==> src/rtl/sram_access_arbiter.sv <==
// Two-port arbiter in front of a single-port SRAM: port 0 has priority, a burst counter bounds how long port 1 waits.
// Optional macro SRAM_ARB_WRITE_PROTECT_EN drops port-1 writes at or above PROTECT_BASE and flags them on req1_err.
module sram_access_arbiter #(
  parameter int ADDR_W    = 7,
  parameter int DATA_W    = 8,
  parameter int MAX_BURST = 4
`ifdef SRAM_ARB_WRITE_PROTECT_EN
  , parameter logic [ADDR_W-1:0] PROTECT_BASE = 7'h70
`endif
) (
  input  logic              clock,
  input  logic              reset,
  input  logic              req0_valid,
  input  logic              req0_we,
  input  logic [ADDR_W-1:0] req0_addr,
  input  logic [DATA_W-1:0] req0_wdata,
  output logic              req0_ready,
  output logic              req0_rvalid,
  output logic [DATA_W-1:0] req0_rdata,
  input  logic              req1_valid,
  input  logic              req1_we,
  input  logic [ADDR_W-1:0] req1_addr,
  input  logic [DATA_W-1:0] req1_wdata,
  output logic              req1_ready,
  output logic              req1_rvalid,
  output logic [DATA_W-1:0] req1_rdata,
  output logic              req1_err,
  output logic              mem_en,
  output logic              mem_re_weN,
  output logic [ADDR_W-1:0] mem_addr,
  output logic [DATA_W-1:0] mem_wdata,
  input  logic [DATA_W-1:0] mem_rdata,
  output logic [1:0]        state_dbg
);

  // valid/ready: an access is accepted in the cycle where valid && ready; the
  // requester keeps valid/we/addr/wdata stable until then. ready is combinational.
  typedef enum logic [1:0] {IDLE = 2'd0, OWN0 = 2'd1, OWN1 = 2'd2} state_e;

  localparam logic [3:0] MAX_B = 4'(MAX_BURST);

  state_e              state_q, state_d;
  logic [3:0]          burst_q, burst_d;
  logic                grant0, grant1, acc_we, drop, issue;
  logic [ADDR_W-1:0]   acc_addr;
  logic [DATA_W-1:0]   acc_wdata;
  logic                mem_en_q, mem_re_weN_q;
  logic [ADDR_W-1:0]   mem_addr_q;
  logic [DATA_W-1:0]   mem_wdata_q;
  logic                rd_pend_q, rd_own1_q;
  logic                rvalid0_q, rvalid1_q;
  logic [DATA_W-1:0]   rdata0_q, rdata1_q;

  always_comb begin
    grant0    = req0_valid && (!req1_valid || (burst_q < MAX_B));
    grant1    = req1_valid && !grant0;
    acc_we    = grant0 ? req0_we    : req1_we;
    acc_addr  = grant0 ? req0_addr  : req1_addr;
    acc_wdata = grant0 ? req0_wdata : req1_wdata;
`ifdef SRAM_ARB_WRITE_PROTECT_EN
    drop      = grant1 && req1_we && (req1_addr >= PROTECT_BASE);
`else
    drop      = 1'b0;
`endif
    issue     = (grant0 || grant1) && !drop;

    state_d = IDLE;
    if (grant0)      state_d = OWN0;
    else if (grant1) state_d = OWN1;

    // Count only port-0 wins that make a waiting port 1 wait longer.
    burst_d = burst_q;
    if (!req1_valid || grant1)        burst_d = 4'd0;
    else if (grant0 && burst_q != MAX_B) burst_d = burst_q + 4'd1;
  end

  always_ff @(posedge clock) begin
    if (reset) begin
      state_q      <= IDLE;
      burst_q      <= 4'd0;
      mem_en_q     <= 1'b0;
      mem_re_weN_q <= 1'b1;
      mem_addr_q   <= '0;
      mem_wdata_q  <= '0;
      rd_pend_q    <= 1'b0;
      rd_own1_q    <= 1'b0;
      rvalid0_q    <= 1'b0;
      rvalid1_q    <= 1'b0;
      rdata0_q     <= '0;
      rdata1_q     <= '0;
    end else begin
      state_q  <= state_d;
      burst_q  <= burst_d;
      mem_en_q <= issue;
      if (issue) begin
        mem_re_weN_q <= ~acc_we;
        mem_addr_q   <= acc_addr;
        mem_wdata_q  <= acc_wdata;
      end
      // Tag the read with the owner of the issue cycle; data arrives one cycle later.
      rd_pend_q <= mem_en_q && mem_re_weN_q;
      rd_own1_q <= (state_q == OWN1);
      rvalid0_q <= rd_pend_q && !rd_own1_q;
      rvalid1_q <= rd_pend_q && rd_own1_q;
      if (rd_pend_q && !rd_own1_q) rdata0_q <= mem_rdata;
      if (rd_pend_q && rd_own1_q)  rdata1_q <= mem_rdata;
    end
  end

`ifdef SRAM_ARB_WRITE_PROTECT_EN
  logic err_q;
  always_ff @(posedge clock) begin
    if (reset) err_q <= 1'b0;
    else       err_q <= drop;
  end
  assign req1_err = err_q;
`else
  assign req1_err = 1'b0;
`endif

  assign req0_ready  = grant0;
  assign req1_ready  = grant1;
  assign req0_rvalid = rvalid0_q;
  assign req1_rvalid = rvalid1_q;
  assign req0_rdata  = rdata0_q;
  assign req1_rdata  = rdata1_q;
  assign mem_en      = mem_en_q;
  assign mem_re_weN  = mem_re_weN_q;
  assign mem_addr    = mem_addr_q;
  assign mem_wdata   = mem_wdata_q;
  assign state_dbg   = state_q;

endmodule
==> config.mk <==
export PLATFORM = sky130hd
export DESIGN_NAME = sram_access_arbiter
export DESIGN_NICKNAME = d
export VERILOG_FILES = /design/src/rtl/sram_access_arbiter.sv
export SDC_FILE = /design/constraint.sdc
export NUM_CORES = 1
export LEC_CHECK = 0
export ABC_AREA = 1
export CAP_MARGIN = 20
export CORE_ASPECT_RATIO = 1.4
export CORE_MARGIN = 1.5
export CORE_UTILIZATION = 35
export DETAILED_ROUTE_END_ITERATION = 8
export PLACE_DENSITY = 0.84
export SLEW_MARGIN = 20
export SYNTH_ARGS = -nofsm -noshare
export SYNTH_HDL_FRONTEND = slang
export SYNTH_SLANG_ARGS = --single-unit
==> constraint.sdc <==
create_clock -name clock -period 0.95 [get_ports clock]
set_input_delay 0.1425 -clock clock [delete_from_list [all_inputs] [get_ports clock]]
set_output_delay 0.1425 -clock clock [all_outputs]
set_load 0.01 [all_outputs]
==> impl_metrics.ini, run 1 <==
[timing]
clock.fmax_mhz = 825
finalCriticalPeriod_ns = 1.21
clock_skew_ns = 0.00248
whs_ns = 0.255
slew_violations = 0
rsz0062_at_grt = yes
setup_viol = 28
min_period_over_period_pct = 128
finalHoldViolCount = 0
timing.final.ws_setup_ns = -0.263

[clock_tree]
cts_buffers = 5
clockBufferDepth = 2
clock-sinks = 43
cts-root-buf = clkbuf_8
path_clk_slew_ns = 0.07
cts_tree = yes
htreeDepth = 2
clk_latency_ns = 0.28

[final_layout]
fillers = 467
drive_gt1_share_pct = 35.6
nets = 386
antenna_cells = 0
final_cell_area_um2 = 2840
syn2layout_area_growth_pct = 58.9
final_util_pct = 58.2

[power]
total_power_w = 0.00383
p_leak_nw = 1.39
p_per_area_nw_per_um2 = 1350
ir_drop_v = 0.000601

[placed_design]
dpl.hpwl_um = 3500
place_area_um2 = 2820
gp_congestion = 0.781
port_buffers = 82

[synthesis]
ys_seq_elements = 43
avgSynthCellArea_um2 = 7.54
syn_area_um2 = 1790
synth_commonest_cells = 52 x nand2_1, 43 x dfxtp_1, 39 x nor2_1
synth-edff-count = 0
netlist_instances = 237
synth_area_leader_cell = dfxtp_1
synth_top_area_share_pct = 48.1
ys.flop_type = dfxtp_1
async_flop_share_pct = 0
ys_seq_area_share_pct = 48.1
yosysUniqueCellTypes = 21
synth.most_common_cell = nand2_1
synth.area.top_cells = dfxtp_1 48%, nand2_1 11%, nor2_1 8.2%
yosys_warnings = 0

[status]
failed_checks = setup timing
outcome = finished with violations

[global_route]
grt_pass1_wl_um = 7570
grt_pass1_vias = 1744
grt_usage_pct = 17.2
grt_max_degree = 21
grt_overflow = 0
antenna_found_initial = 0

[drt]
drtPass1Iterations = 4
via_per_inst = 4.56
vias = 1844
drtAntennaViolNets = 0
drt_iter0_drc = 62
drc_errors = 0
drt-total-wl_um = 4810
wl_per_cell_um = 11.9

[die]
die-area_um2 = 5550
initial_core_util_pct = 36.6
die_h_um = 87.6
core_area_um2 = 4880
io_pins = 84
rows = 30
fp.dieW_um = 63.4

[critical_path]
startpoint_type = register
worstSetupEndpointType = output port
path_class = register to output port
cp_max_fo = 3
worstPathArrival_ns = 1.07
required_ns = 0.81

[flow_run]
cap_violations = 0

[hold_path]
holdCritPathClass = input port to register
==> power by group <==
part | switching, W | leakage [nW] | internal [W]
Combinational | 0.000351 | 0.979 | 0.000395
Clock | 0.000540 | 0.0470 | 0.000570
Sequential | 0.0000542 | 0.365 | 0.00192
Total | 0.000945 | 1.39 | 0.00288
==> per-stage QoR <==
step	setup TNS, ns	instances	setup WS [ns]
finish	-3.52	404	-0.263
global route	-5.91	404	-0.344
CTS	-3.61	403	-0.282
detailed placement	-17.00	395	-0.660
global placement	-16.42	395	-0.641
floorplan	-0.186	238	-0.0217
==> registers in the layout (all words and copies together) (netlist names) <==
signal and flops:
rd_own1_q 1, mem_re_weN 1, mem_addr 7, req1_rdata 8
mem_en 1, req0_rvalid 1, rd_pend_q 1, req0_rdata 8
mem_wdata 8, req1_rvalid 1, state_dbg 2, burst_q 4
==> final timing paths <==
check | startpoint | endpoint | slack, ns | cells after the start
setup / recovery | burst_q[3] | req1_ready | -0.26 | 5
hold / removal | reset | rd_pend_q | 0.25 | 2
setup reg to reg | burst_q[3] | burst_q[1] | -0.20 | 6
hold reg to reg | state_dbg[0] | rd_own1_q | 0.39 | 1
==> layout make-up <==
type / count / area, µm² / share of cell area [%]
well taps: 64 / 80.1 / 2.82
flip-flops and latches: 43 / 897 / 31.6
clock inverters: 1 / 5.00 / 0.176
inverters: 27 / 106 / 3.74
repair buffers: 104 / 840 / 29.5
repair inverters: 1 / 6.26 / 0.220
clock buffers: 6 / 82.6 / 2.91
multi-input cells: 158 / 825 / 29.0
==> what timing repair did <==
action                                 CTS  global route
hold buffers                             0             0
setup endpoints to repair               70            39
setup buffers                            3             2
endpoints found under the hold margin    0             0
resized for setup                      192            28
gates cloned                             1             0
pin swaps                                4             9
==> cells in the final DEF (no fill, tap or decap) <==
master	synthesis	layout
inv_1	25	22
clkinv_2	0	1
nor2_4	4	7
clkinv_4	0	1
buf_4	4	15
buf_2	5	39
o21ai_1	0	3
nand4_1	2	2
o21ai_2	1	7
clkbuf_8	0	6
nor3_4	0	1
dfxtp_2	0	29
nand2_2	1	2
conb_1	1	2
nand3_1	19	19
nor2_2	0	1
buf_6	1	4
dlygate4sd2_1	0	3
inv_2	1	4
inv_4	0	1
nor2_1	39	35
clkdlybuf4s50_1	0	40
ha_1	2	2
dfxtp_1	43	14
a21oi_1	2	2
buf_12	0	3
o21ai_0	16	7
a31oi_1	1	1
nand2_1	52	51
nand3b_1	16	16
==> routing by layer <==
metal	global-route usage, %	wire [µm]
met5	0	0
met1	17.0	1930
met2	34.2	2550
met3	3.98	264
met4	7.11	66
==> worst max-delay path: stages (launching register included) <==
cell	delay, ns
dfxtp_2	0.33
o21ai_2	0.16
nand2_2	0.08
inv_2	0.07
nor2_1	0.03
buf_2	0.13
==> logic make-up after synthesis <==
logic type	count (synthesis)	synth area share (%)
simple gates	134	35.0
other cells	1	0.210
flops	43	48.1
fa+ha+maj	2	1.40
compound gates	20	5.88
buf+inv	37	9.38
Note: power is estimated with default switching activity, not from simulation.
==> run 2: changes to the inputs <==
MAX_ROUTING_LAYER = met4   (was default)
PLACE_DENSITY = 0.73   (was 0.84)
==> impl_metrics.ini, run 2 (same netlist as run 1, synthesis figures left out) <==
[power]
ir_drop_v = 0.000772
p_int_w = 0.00311
p_leak_nw = 1.42
power.share.clock_pct = 34.2
switching_share_pct = 24.8
seqPwrFrac_pct = 47.7
p_sw_w = 0.00103
comb_power_share_pct = 18.1
p_per_area_nw_per_um2 = 1440

[die]
die_h_um = 87.6
initial_core_util_pct = 36.6
io_pins = 84
die-area_um2 = 5550
core_area_um2 = 4880
fp.dieW_um = 63.4
rows = 30

[global_route]
grt_pass1_wl_um = 7580
grt_pass1_vias = 1725
grt_overflow = 0
antenna_found_initial = 0
grt_usage_pct = 17.6
grt_max_degree = 21

[drt]
via_per_inst = 4.49
wl_per_cell_um = 11.2
drc_errors = 0
drtAntennaViolNets = 0
drtPass1Iterations = 8
drt-total-wl_um = 4530
drt_iter0_drc = 73
vias = 1820

[placed_design]
dpl.hpwl_um = 3320
port_buffers = 82
pre_cts_ws_ns = -0.687
placed_cells = 393
gp_congestion = 0.711

[critical_path]
cpMaxStageDelayCell = dfxtp_2
cp_cell_sequence = o21ai_4 -> nand2_2 -> inv_2 -> nor2_1 -> buf_2
required_ns = 0.81
cp_max_fo = 3
worstPathArrival_ns = 1.10
crit_buf_inv = 2
cp_top_family = flip-flops
startpoint_type = register
worstSetupEndpointType = output port
path_class = register to output port
cpPeakStageDelay_ns = 0.34

[flow_run]
cap_violations = 0

[final_layout]
layout_common_cells = 51 x nand2_1, 41 x clkdlybuf4s50_1, 37 x buf_2
regArea_um2 = 898
fillers = 485
nets = 386
syn2layout_area_growth_pct = 60.3
drive_gt1_share_pct = 35.8
multi_input_area_um2 = 812
antenna_cells = 0
mostFrequentLayoutCell = nand2_1
final_cells = 405

[clock_tree]
hold_buffers = 0
clk_latency_ns = 0.29
cts_buffers = 5
cts-root-buf = clkbuf_8
cts_tree = yes
clock-sinks = 43
htreeDepth = 2
clockBufferDepth = 2
path_clk_slew_ns = 0.08

[hold_path]
holdCritPathClass = input port to register

[status]
outcome = finished with violations
failed_checks = setup timing

[timing]
finalHoldViolCount = 0
slew_violations = 0
timing.final.ws_setup_ns = -0.290
min_period_over_period_pct = 131
clock_skew_ns = 0.00387
rsz0062_at_grt = yes
setup_viol = 29
clock.fmax_mhz = 807
finalCriticalPeriod_ns = 1.24
run 2: cell count changes in the layout (fill, tap and decap cells not counted), sizes merged:
cell,before,now
bufinv,0,1
clkinv,2,3
dlygate4sd2,3,1
dlymetal6s2s,0,1
clkdlybuf4s50,40,41
clkbuf,6,5
run 2: path summary, 6_finish.rpt:
kind,end,slack [ns],cells past startpoint,startpoint
worst max-delay path,req1_ready,-0.29,5,burst_q[3]
worst min-delay path,state_dbg[1],0.22,3,reset
worst max register to register,burst_q[1],-0.12,6,burst_q[3]
worst min register to register,rd_own1_q,0.41,1,state_dbg[0]
run 2: power groups by stage:
| stage | registers, W | logic (W) | clock network [W] |
|---|---|---|---|
| 3_3_place_gp | 0.00199 | 0.000791 | 0 |
| 6_report | 0.00197 | 0.000748 | 0.00141 |
| 5_1_grt | 0.00199 | 0.000825 | 0.00154 |
| 2_1_floorplan | 0.00204 | 0.000264 | 0 |
| 3_5_place_dp | 0.00199 | 0.000796 | 0 |
| 4_1_cts | 0.00196 | 0.000717 | 0.00146 |
run 2: what timing repair did:
| item | CTS | global route |
|---|---|---|
| endpoints found under the setup margin | 74 | 40 |
| pin swaps | 4 | 9 |
| setup buffers | 2 | 3 |
| resized for setup | 188 | 29 |
| gates cloned | 0 | 1 |
run 2: per-layer routing:
layer / global-route usage, % / part of all wire (%)
met1: 18.7 / 42
met2: 32.2 / 51
met3: 4.76 / 6.1
met4: 4.74 / 0.75
met5: - / 0
run 2: through the flow:
stage               area, µm²  TNS (ns)  utilization [%]  hold WS (ns)  total power [W]
global route             2870     -5.05             58.7         0.228          0.00435
floorplan                1790    -0.186                -         0.277          0.00230
CTS                      2780     -3.56             56.9         0.411          0.00414
global placement         2810    -16.46             57.6         0.399          0.00278
detailed placement       2810    -16.98             57.6         0.419          0.00279
finish                   2870     -2.76             58.7         0.216          0.00413
run 2: final cells by class:
type | count | area share [%]
clock buffer | 5 | 2.40
clock inverter | 3 | 1.53
inverter | 27 | 3.71
multi-input combinational | 158 | 28.3
sequential | 43 | 31.4
tap | 64 | 2.79
timing repair buffer | 104 | 29.7
timing repair inverter | 1 | 0.218
run 2: worst register-to-register path: stages, from the launching register on:
cell and delay (ns):
dfxtp_2 0.34, o21ai_4 0.16, buf_6 0.21, nand4_1 0.15, inv_1 0.08, nand2_1 0.05, inv_1 0.04
